<file path="config.mk">
export PLATFORM = sky130hd
export DESIGN_NAME = control_sequencer
export DESIGN_NICKNAME = d
export VERILOG_FILES = /design/src/rtl/ctrl_pkg.sv /design/src/rtl/control_sequencer_op_decode.sv /design/src/rtl/control_sequencer.sv
export SDC_FILE = /design/constraint.sdc
export NUM_CORES = 1
export LEC_CHECK = 0
export CORE_UTILIZATION = 42
export DETAILED_ROUTE_END_ITERATION = 10
export PLACE_DENSITY = 0.77
export SLEW_MARGIN = 25
export SYNTH_ARGS = -nofsm -noshare
export SYNTH_HDL_FRONTEND = slang
export SYNTH_HIERARCHICAL = 1
export SYNTH_SLANG_ARGS = --single-unit
</file>
<file path="constraint.sdc">
create_clock -name clk -period 2.45 [get_ports clk]
set_clock_uncertainty 0.15 [all_clocks]
set_input_delay 0.49 -clock clk [delete_from_list [all_inputs] [get_ports clk]]
set_output_delay 0.49 -clock clk [all_outputs]
set_load 0.02 [all_outputs]
</file>
<file path="src/rtl/ctrl_pkg.sv">
//------------------------------------------------------------------------------
// Module : ctrl_pkg
// Brief  : Shared state encodings, opcode values and one-hot instruction
//          indices for the control sequencer.
// Rev    : 1.0  initial release
//------------------------------------------------------------------------------
`default_nettype none

package ctrl_pkg;

  // State encoding as seen on the state output
  localparam logic [1:0] ST_FETCH = 2'd0;
  localparam logic [1:0] ST_EXEC1 = 2'd1;
  localparam logic [1:0] ST_EXEC2 = 2'd2;
  localparam logic [1:0] ST_HALT  = 2'd3;

  typedef enum logic [1:0] {
    S_FETCH = ST_FETCH,
    S_EXEC1 = ST_EXEC1,
    S_EXEC2 = ST_EXEC2,
    S_HALT  = ST_HALT
  } state_t;

  // Opcode values (low nibble of the opcode field)
  localparam logic [3:0] OP_LDA = 4'd0;
  localparam logic [3:0] OP_STA = 4'd1;
  localparam logic [3:0] OP_ADD = 4'd2;
  localparam logic [3:0] OP_SUB = 4'd3;
  localparam logic [3:0] OP_JMP = 4'd4;
  localparam logic [3:0] OP_JMI = 4'd5;
  localparam logic [3:0] OP_JEQ = 4'd6;
  localparam logic [3:0] OP_STP = 4'd7;
  localparam logic [3:0] OP_LDI = 4'd8;
  localparam logic [3:0] OP_LSR = 4'd10;
  localparam logic [3:0] OP_ASR = 4'd11;

  // Bit positions in the one-hot instruction vector
  localparam int I_LDA   = 0;
  localparam int I_STA   = 1;
  localparam int I_ADD   = 2;
  localparam int I_SUB   = 3;
  localparam int I_JMP   = 4;
  localparam int I_JMI   = 5;
  localparam int I_JEQ   = 6;
  localparam int I_STP   = 7;
  localparam int I_LDI   = 8;
  localparam int I_LSR   = 9;
  localparam int I_ASR   = 10;
  localparam int N_INSTR = 11;

endpackage

`default_nettype wire

</file>
<file path="src/rtl/control_sequencer_op_decode.sv">
//------------------------------------------------------------------------------
// Module : op_decode
// Brief  : Combinational opcode decoder: opcode field to one-hot instruction
//          vector plus an illegal flag. Any nonzero bit above [3] is illegal.
// Rev    : 1.0  initial release
//------------------------------------------------------------------------------
`default_nettype none

module op_decode
  import ctrl_pkg::*;
#(
  parameter int OP_W = 4
) (
  input  logic [OP_W-1:0]    ir_op,
  output logic [N_INSTR-1:0] instr,
  output logic               illegal
);

  logic upper_zero;

  generate
    if (OP_W > 4) begin : g_upper
      assign upper_zero = ~|ir_op[OP_W-1:4];
    end else begin : g_no_upper
      assign upper_zero = 1'b1;
    end
  endgenerate

  // Decode the low nibble; an unknown code or dirty upper bits yields no instruction
  always_comb begin
    instr   = '0;
    illegal = 1'b0;
    case (ir_op[3:0])
      OP_LDA:  instr[I_LDA] = 1'b1;
      OP_STA:  instr[I_STA] = 1'b1;
      OP_ADD:  instr[I_ADD] = 1'b1;
      OP_SUB:  instr[I_SUB] = 1'b1;
      OP_JMP:  instr[I_JMP] = 1'b1;
      OP_JMI:  instr[I_JMI] = 1'b1;
      OP_JEQ:  instr[I_JEQ] = 1'b1;
      OP_STP:  instr[I_STP] = 1'b1;
      OP_LDI:  instr[I_LDI] = 1'b1;
      OP_LSR:  instr[I_LSR] = 1'b1;
      OP_ASR:  instr[I_ASR] = 1'b1;
      default: illegal      = 1'b1;
    endcase
    if (!upper_zero) begin
      instr   = '0;
      illegal = 1'b1;
    end
  end

endmodule

`default_nettype wire

</file>
<file path="src/rtl/control_sequencer.sv">
//------------------------------------------------------------------------------
// Module : control_sequencer
// Brief  : FETCH/EXEC1/EXEC2/HALT control FSM with memory-ready handshake,
//          optional fetch overlap in EXEC2, retired-instruction counter and
//          illegal-opcode flag. All strobes are Mealy outputs.
// Rev    : 1.0  initial release
//------------------------------------------------------------------------------
`default_nettype none

module control_sequencer
  import ctrl_pkg::*;
#(
  parameter int OP_W     = 4,
  parameter int PIPELINE = 1,
  parameter int CNT_W    = 16
) (
  input  logic             clk,
  input  logic             reset,
  input  logic [OP_W-1:0]  ir_op,
  input  logic             acc_eq,
  input  logic             acc_mi,
  input  logic             mem_ready,
  input  logic             resume,
  output logic [1:0]       state,
  output logic             ir_load,
  output logic             mdr_load,
  output logic             wren,
  output logic             addr_sel,
  output logic             acc_src,
  output logic             acc_src_full,
  output logic             pc_sload,
  output logic             pc_cnt_en,
  output logic             acc_en,
  output logic             acc_load,
  output logic             acc_shiftin,
  output logic             addsub,
  output logic             halted,
  output logic             illegal,
  output logic [CNT_W-1:0] instr_count
);

  state_t               cur_state;
  state_t               nxt_state;
  logic [N_INSTR-1:0]   instr;
  logic                 dec_illegal;
  logic                 retire;
  logic                 mem_op;

  op_decode #(.OP_W(OP_W)) u_op_decode (
    .ir_op   (ir_op),
    .instr   (instr),
    .illegal (dec_illegal)
  );

  // Instructions that read an operand from memory and finish in EXEC2
  assign mem_op = instr[I_LDA] | instr[I_ADD] | instr[I_SUB];

  assign state  = cur_state;
  assign halted = (cur_state == S_HALT);

  // State register; reset abandons any instruction in flight
  always_ff @(posedge clk) begin
    if (reset) cur_state <= S_FETCH;
    else       cur_state <= nxt_state;
  end

  // Retired-instruction counter, wraps naturally
  always_ff @(posedge clk) begin
    if (reset)       instr_count <= '0;
    else if (retire) instr_count <= instr_count + 1'b1;
  end

  // Next-state and Mealy strobe decode; all strobes are silenced during reset
  always_comb begin
    nxt_state    = cur_state;
    retire       = 1'b0;
    ir_load      = 1'b0;
    mdr_load     = 1'b0;
    wren         = 1'b0;
    addr_sel     = 1'b0;
    acc_src      = 1'b0;
    acc_src_full = 1'b0;
    pc_sload     = 1'b0;
    pc_cnt_en    = 1'b0;
    acc_en       = 1'b0;
    acc_load     = 1'b0;
    acc_shiftin  = 1'b0;
    addsub       = 1'b0;
    illegal      = 1'b0;
    case (cur_state)
      S_FETCH: begin
        if (mem_ready) begin
          ir_load   = 1'b1;
          pc_cnt_en = 1'b1;
          nxt_state = S_EXEC1;
        end
      end
      S_EXEC1: begin
        if (dec_illegal) begin
          illegal   = 1'b1;
          retire    = 1'b1;
          nxt_state = S_FETCH;
        end else if (mem_op) begin
          addr_sel = 1'b1;
          if (mem_ready) begin
            mdr_load  = 1'b1;
            nxt_state = S_EXEC2;
          end
        end else if (instr[I_STA]) begin
          // Address and write enable stay stable across the whole wait
          addr_sel = 1'b1;
          wren     = 1'b1;
          if (mem_ready) begin
            retire    = 1'b1;
            nxt_state = S_FETCH;
          end
        end else if (instr[I_STP]) begin
          retire    = 1'b1;
          nxt_state = S_HALT;
        end else begin
          // Single-cycle register-only instructions
          pc_sload     = instr[I_JMP] | (instr[I_JMI] & acc_mi) | (instr[I_JEQ] & acc_eq);
          acc_en       = instr[I_LDI] | instr[I_LSR] | instr[I_ASR];
          acc_load     = instr[I_LDI];
          acc_src      = instr[I_LDI];
          acc_src_full = instr[I_LSR] | instr[I_ASR];
          acc_shiftin  = instr[I_ASR] & acc_mi;
          retire       = 1'b1;
          nxt_state    = S_FETCH;
        end
      end
      S_EXEC2: begin
        // ACC write-back fires once whether or not the overlapped fetch succeeds
        acc_en       = 1'b1;
        acc_load     = 1'b1;
        addsub       = instr[I_ADD];
        acc_src      = instr[I_LDA];
        acc_src_full = instr[I_LDA];
        retire       = 1'b1;
        nxt_state    = S_FETCH;
        if (PIPELINE != 0) begin
          if (mem_ready) begin
            ir_load   = 1'b1;
            pc_cnt_en = 1'b1;
            nxt_state = S_EXEC1;
          end
        end
      end
      S_HALT: begin
        if (resume) nxt_state = S_FETCH;
      end
      default: nxt_state = S_FETCH;
    endcase
    if (reset) begin
      ir_load      = 1'b0;
      mdr_load     = 1'b0;
      wren         = 1'b0;
      addr_sel     = 1'b0;
      acc_src      = 1'b0;
      acc_src_full = 1'b0;
      pc_sload     = 1'b0;
      pc_cnt_en    = 1'b0;
      acc_en       = 1'b0;
      acc_load     = 1'b0;
      acc_shiftin  = 1'b0;
      addsub       = 1'b0;
      illegal      = 1'b0;
    end
  end

endmodule

`default_nettype wire
</file>
==> flow_metrics.py, run 1 <==
metrics = {
    "setup_path": {
        "cp.depth": 9,
        "cpLargestDelayFamily": "simple AND/OR/NAND/NOR gates",
        "cpMostUsedCell": "buf_6",
        "r2r_slack_ps": 60,
        "worstPathArrival_ps": 2030,
        "crit_path_max_fanout": 5,
        "worstPathCellList": "buf_6 > buf_6 > nand2b_4 > nor3_4 > or4_4 > nor3_4 > o31a_1 > o21a_2 > buf_6",
        "cp-startpoint": "ir_op[1]",
        "crit_slowest_cell": "or4_4",
        "reg2reg_from": "state[0]",
        "max_stage_delay_ps": 560,
        "critPathKind": "in -> out",
        "worstReg2RegEnd": "instr_count[8]",
        "setup.worst_path.start_class": "input pin",
        "path_buf_inv": 3,
        "crit_path_end": "acc_en",
        "ff2ff_path_depth": 10,
        "worstPathRequired_ps": 1810,
        "endpoint_kind": "output port",
    },
    "cells_and_area": {
        "num-nets-final": 255,
        "diodes": 0,
        "drive_gt1_share_pct": 40.3,
        "fillers": 226,
        "areaGrowthSynthToFinish_pct": 65.6,
        "fin_util_pct": 73.3,
    },
    "route": {
        "drc": 0,
        "drt_pre_antenna_iters": 4,
        "detail-route-antenna-nets": 0,
        "drt_iter0_markers": 75,
        "vias": 1570,
        "wl_mm": 4.34,
        "drt-vias-per-instance": 5.57,
        "post_drt_wl_per_cell_um": 15.4,
    },
    "clocking": {
        "cts_tree": "done",
        "cts_root_buf": "clkbuf_4",
        "clock_latency_ps": 300,
        "cts_buffer_depth": 2,
        "cts_sinks": 18,
        "htreeDepth": 1,
        "clk_pin_slew_ps": 110,
        "cts_hold_buf": 0,
        "cts_buffers": 3,
    },
    "timing": {
        "finalWorstSetupSlack_ps": -223,
        "rsz0062_at_grt": "true",
        "max_freq_mhz": 374,
        "tns_ps": -1130,
        "slew_violations": 0,
        "hold_viol": 0,
        "worst_pin_slew_ps": 378,
        "period_minus_slack_ps": 2670,
        "slew_headroom_pct": 74.6,
        "setup_viol": 8,
        "finalCritPeriodShare_pct": 109,
    },
    "synth": {
        "postSynth.asyncResetShare_pct": 0,
        "synth_commonest_cells": "18 x dfxtp_1, 12 x a21oi_1, 12 x nor2_1",
        "synth.most_common_cell": "dfxtp_1",
        "synth_nets": 174,
        "synth_top_area_share_pct": 26.9,
        "ys_seq_elements": 18,
        "yosysWarnings": 6,
        "yosysUniqueCellTypes": 47,
        "synth_area_um2": 1340,
        "yosys.area.top_type": "dfxtp_1",
        "synthCells": 158,
        "ys.flop_type": "dfxtp_1",
        "ys_seq_area_share_pct": 26.9,
        "avgSynthCellArea_um2": 8.48,
        "synth-edff-count": 0,
        "synth.area.top_cells": "dfxtp_1 27%, ha_1 5.6%, a21oi_1 4.5%, o31ai_1 4.5%, or4_1 3.9%",
    },
    "floorplanning": {
        "start_util_pct": 44.3,
        "core-area_um2": 3030,
        "io_pins": 42,
        "die_area_um2": 3420,
        "die_x_um": 58.5,
        "fp-row-count": 20,
        "die_h_um": 58.5,
    },
    "power_and_ir_drop": {
        "p_leak_uw": 0.000892,
        "cellPowerDensity_nw_per_um2": 328,
        "ir_worst_vdd_mv": 0.374,
    },
    "run": {
        "cap_violations": 0,
    },
    "place": {
        "place.port_buffers": 41,
        "hpwl_mm": 2.85,
        "place_congestion": 0.831,
    },
    "grt": {
        "grt_max_degree": 24,
        "antenna_found_initial": 0,
        "grt_usage_pct": 24.5,
        "busiest_layer": "met2",
        "grt_use_met3_pct": 5.49,
        "gr-total-overflow": 0,
        "use_met1_pct": 29.9,
        "met2_usage_pct": 43.2,
        "grt_pass1_wl_mm": 6.53,
        "grt_pass1_vias": 1455,
    },
    "hold_path": {
        "hp-class": "reg -> reg",
    },
    "status": {
        "run_status": "finished, violations left",
        "violations": "negative setup slack",
    },
}
worst register-to-register path, stage by stage (launching register included):
cell	delay (ps)
dfxtp_2	370
buf_4	150
inv_1	60
buf_4	150
ha_4	300
and2_1	140
a32oi_2	140
buf_12	180
buf_4	170
o31a_1	290
o21ba_2	200
worst min-delay path by stage:
stage,from,cells past startpoint,slack [ps],to
6_report,instr_count[14],2,360,instr_count[14]
5_1_grt,instr_count[14],2,390,instr_count[14]
4_1_cts,instr_count[14],2,360,instr_count[14]
3_5_place_dp,instr_count[14],2,340,instr_count[14]
3_3_place_gp,instr_count[14],2,320,instr_count[14]
2_1_floorplan,instr_count[14],2,410,instr_count[14]
cell type report:
class	count	area, um2	share of cell area [%]
clock buffers	4	36.3	1.63
inverters	7	26.3	1.18
multi-input cells	127	1020	46.0
flip-flops and latches	18	363	16.3
well taps	44	55.1	2.48
repair buffers	82	718	32.4
registers in the layout, indices dropped and copies added (netlist names):
register and cells:
instr_count 16, state 2
metal layers:
layer	part of all wire, %	wire, um
met2	52	2260
met4	2.0	86
met1	41	1780
met5	0	0
met3	5.0	218
kinds of logic after synthesis:
logic type,count (synthesis),synth area share [%]
AND/OR/NAND/NOR,78,38.0
AO/OA/AOI/OAI,39,21.4
flip-flops,18,26.9
buffers and inverters,13,5.04
adder cells (fa/ha/maj),6,5.60
multiplexers,3,2.43
XOR/XNOR,1,0.654
stage by stage:
stage	std cells	area [um2]	hold slack, ps	worst slack, ps	power (uW)
2_1_floorplan	158	1390	413	6.14	418
3_3_place_gp	268	2060	323	-1050	509
3_5_place_dp	268	2060	341	-1120	516
4_1_cts	276	2120	356	-189	705
5_1_grt	282	2220	394	-283	759
6_report	282	2220	357	-223	728
report_power, final:
part / switching [uW] / leakage, uW / total, uW / internal [uW]
Clock: 95.0 / 0.0000210 / 186 / 90.6
Combinational: 116 / 0.000725 / 239 / 123
Sequential: 6.47 / 0.000146 / 304 / 298
repair_timing:
action,CTS,global route
gates resized for setup,76,16
pin swaps,6,3
setup endpoints to repair,29,20
setup buffers,4,6
cell usage in the layout, fill, tap and decap left out, types with 4 or more instances in the layout:
master	synthesis	routed
nor2_1	12	12
inv_1	7	6
o31ai_1	8	8
dfxtp_1	18	16
nand2_1	7	6
a21oi_1	12	12
buf_6	1	10
buf_4	3	40
nor2b_1	6	5
o21ai_0	6	5
or3_1	4	4
clkdlybuf4s50_1	0	23
or4_1	7	7
ha_1	6	4
nor3_2	2	4
nand3_1	7	7
dlygate4sd2_1	0	4
nand2b_4	2	4
Power figures use the tool's default switching activity.
==> run 2, diff against run 1 <==
--- a/config.mk
+++ b/config.mk
@@ -5,11 +5,10 @@
 export SDC_FILE = /design/constraint.sdc
 export NUM_CORES = 1
 export LEC_CHECK = 0
-export CORE_UTILIZATION = 42
+export CORE_UTILIZATION = 40
 export DETAILED_ROUTE_END_ITERATION = 10
-export PLACE_DENSITY = 0.77
+export PLACE_DENSITY = 0.76
 export SLEW_MARGIN = 25
 export SYNTH_ARGS = -nofsm -noshare
 export SYNTH_HDL_FRONTEND = slang
-export SYNTH_HIERARCHICAL = 1
 export SYNTH_SLANG_ARGS = --single-unit
==> run 2 against run 1 <==
  * The run ends with design-rule violations left
  * Synthesized area shrank 9.4%
  * Sequential share of layout area grew 3.2 points
  * Via count shrank 14%
  * Worst hold slack lost 7.7 ps
  * First-iteration DRC count shrank 57%
  * Worst setup slack gained 310 ps
  * Global-route usage shrank 2.0 points
  * Register-to-register slack gained 60 ps
  * Critical path type unchanged
  * Critical endpoint is now acc_src_full
==> flow_metrics.py, run 2 <==
metrics = {
    "timing": {
        "rsz0062_at_grt": "false",
        "worst_pin_slew_ps": 453,
        "slew_violations": 0,
        "max_freq_mhz": 423,
        "hold_viol": 0,
        "slew_headroom_pct": 69.8,
        "period_minus_slack_ps": 2370,
        "finalCritPeriodShare_pct": 96.5,
        "setup_viol": 0,
    },
    "cells_and_area": {
        "finalNonFillerCells": 244,
        "fillers": 240,
        "diodes": 0,
        "regMostFlops": "instr_count",
        "drive_gt1_share_pct": 25.8,
        "final_area_um2": 1850,
        "areaGrowthSynthToFinish_pct": 52.3,
        "largest_reg_flops": 16,
        "final_common_cell": "buf_4",
        "num-nets-final": 230,
        "layout_common_cells": "28 x buf_4, 24 x clkdlybuf4s50_1, 18 x dfxtp_1",
    },
    "route": {
        "detail-route-antenna-nets": 0,
        "drt_pre_antenna_iters": 9,
        "wl_mm": 3.44,
        "drt-vias-per-instance": 5.54,
        "drt_iter0_markers": 32,
        "post_drt_wl_per_cell_um": 14.1,
        "vias": 1351,
        "drc": 2,
    },
    "setup_path": {
        "endpoint_kind": "output port",
        "crit_path_max_fanout": 3,
        "crit_slowest_cell": "clkdlybuf4s50_1",
        "worstReg2RegEnd": "instr_count[15]",
        "critPathKind": "in -> out",
        "max_stage_delay_ps": 430,
        "reg2reg_from": "state[1]",
        "cpMostUsedCell": "buf_4",
        "ff2ff_path_depth": 7,
        "cp-startpoint": "reset",
        "crit_path_end": "acc_src_full",
        "r2r_slack_ps": 120,
        "setup.worst_path.start_class": "input pin",
        "worstPathArrival_ps": 1730,
        "worstPathCellList": "clkdlybuf4s50_1 > buf_4 > nand2b_1 > buf_4 > nor2_1 > clkdlybuf4s15_2",
        "worstPathRequired_ps": 1810,
    },
    "place": {
        "hpwl_mm": 2.64,
        "post_dp_cell_area_um2": 1830,
        "place_congestion": 0.831,
        "place.port_buffers": 41,
        "dp_cells": 240,
    },
    "synth": {
        "synth_nets": 164,
        "ys_seq_area_share_pct": 29.7,
        "yosysUniqueCellTypes": 39,
        "postSynth.asyncResetShare_pct": 0,
        "synth.most_common_cell": "dfxtp_1",
        "synth-edff-count": 0,
        "yosys.area.top_type": "dfxtp_1",
        "synth.area.top_cells": "dfxtp_1 30%, a21oi_1 6.6%, ha_1 6.2%, nor2_1 5.3%, o31ai_1 4.3%",
        "synthCells": 148,
        "synth_area_um2": 1210,
        "synth_top_area_share_pct": 29.7,
        "ys_seq_elements": 18,
        "synth_commonest_cells": "18 x dfxtp_1, 17 x nor2_1, 16 x a21oi_1",
        "yosysWarnings": 0,
        "avgSynthCellArea_um2": 8.20,
        "ys.flop_type": "dfxtp_1",
    },
    "clocking": {
        "cts_root_buf": "clkbuf_4",
        "cts_tree": "done",
        "htreeDepth": 1,
        "cts_sinks": 18,
        "cts_buffers": 3,
        "cts_setup_buffers": 0,
        "clk_pin_slew_ps": 110,
        "clock_latency_ps": 310,
        "cts.repair.resized": 39,
        "cts_buffer_depth": 2,
        "cts_hold_buf": 0,
    },
    "grt": {
        "grt_max_degree": 17,
        "antenna_found_initial": 0,
        "grt_usage_pct": 22.5,
        "gr-total-overflow": 0,
        "grt_pass1_wl_mm": 5.86,
        "grt_pass1_vias": 1390,
    },
    "status": {
        "run_status": "finished, violations left",
        "violations": "design-rule violations",
    },
    "floorplanning": {
        "die_area_um2": 3260,
        "die_x_um": 57.1,
        "fp-row-count": 19,
        "core-area_um2": 2810,
        "start_util_pct": 43.3,
        "die_h_um": 57.1,
        "io_pins": 42,
    },
    "hold_path": {
        "hp-class": "reg -> reg",
    },
    "power_and_ir_drop": {
        "cellPowerDensity_nw_per_um2": 352,
        "ir_worst_vdd_mv": 0.337,
        "power.total_uw": 651,
        "p_leak_uw": 0.000722,
    },
    "run": {
        "cap_violations": 0,
    },
}
run 2: cell count changes after synthesis, moves of 4 or more:
cell     previous run  this run
xnor2_1             0         6
a21oi_1            12        16
o21ai_0             6         2
nor2b_1             6         1
nor2_1             12        17
run 2: kinds of logic (layout without fill, tap and decap cells):
family | Yosys count | after routing | share of synthesized area [%]
adder cells (fa/ha/maj) | 6 | 6 | 6.19
multiplexers | 3 | 3 | 2.47
AND/OR/NAND/NOR | 62 | 62 | 30.1
XOR/XNOR | 6 | 6 | 4.33
flip-flops | 18 | 18 | 29.7
AO/OA/AOI/OAI | 36 | 36 | 20.2
buffers and inverters | 17 | 82 | 7.01
run 2: worst min-delay path by stage:
stage	start	slack, ps	to	cells past startpoint
2_1_floorplan	instr_count[15]	400	instr_count[15]	2
3_3_place_gp	instr_count[15]	310	instr_count[15]	2
3_5_place_dp	instr_count[15]	330	instr_count[15]	2
4_1_cts	instr_count[15]	340	instr_count[15]	2
5_1_grt	instr_count[15]	400	instr_count[15]	2
6_report	instr_count[15]	350	instr_count[15]	2
run 2: worst max-delay path: cells and delay by family:
kind	cells	cell delay, ps
and+or+nand+nor	2	250
buffers and inverters	4	990
run 2: area by class of cell:
cell class                      count  area [um2]  share of cell area, %
Multi-Input combinational cell    113         783                   42.4
Timing Repair Buffer               70         599                   32.4
Sequential cell                    18         360                   19.5
Tap cell                           31        38.8                   2.10
Clock buffer                        4        36.3                   1.96
Inverter                            8        30.0                   1.62
run 2: where the power goes:
part	switching [uW]	internal, uW	leakage [uW]
clock network	107	90.9	0.0000210
registers	4.07	297	0.000145
logic	77.4	74.9	0.000555
run 2: layer usage:
| metal | vias up | track usage (%) | routed length, um |
|---|---|---|---|
| met5 | - | 0 | 0 |
| met3 | 11 | 3.85 | 166 |
| li1 | 678 | - | - |
| met1 | 627 | 26.8 | 1500 |
| met4 | 0 | 11.1 | 86 |
| met2 | 35 | 39.2 | 1690 |
run 2: metrics by stage:
stage / utilization [%] / setup WS (ps) / setup TNS (ps) / hold slack [ps]
after floorplan: - / 40.0 / 0 / 401
after global placement: 65.1 / -351 / -4500 / 307
after detailed placement: 65.1 / -450 / -5180 / 327
after CTS: 65.9 / 13.8 / 0 / 344
after global routing: 65.9 / 3.72 / 0 / 399
final: 65.9 / 84.7 / 0 / 349
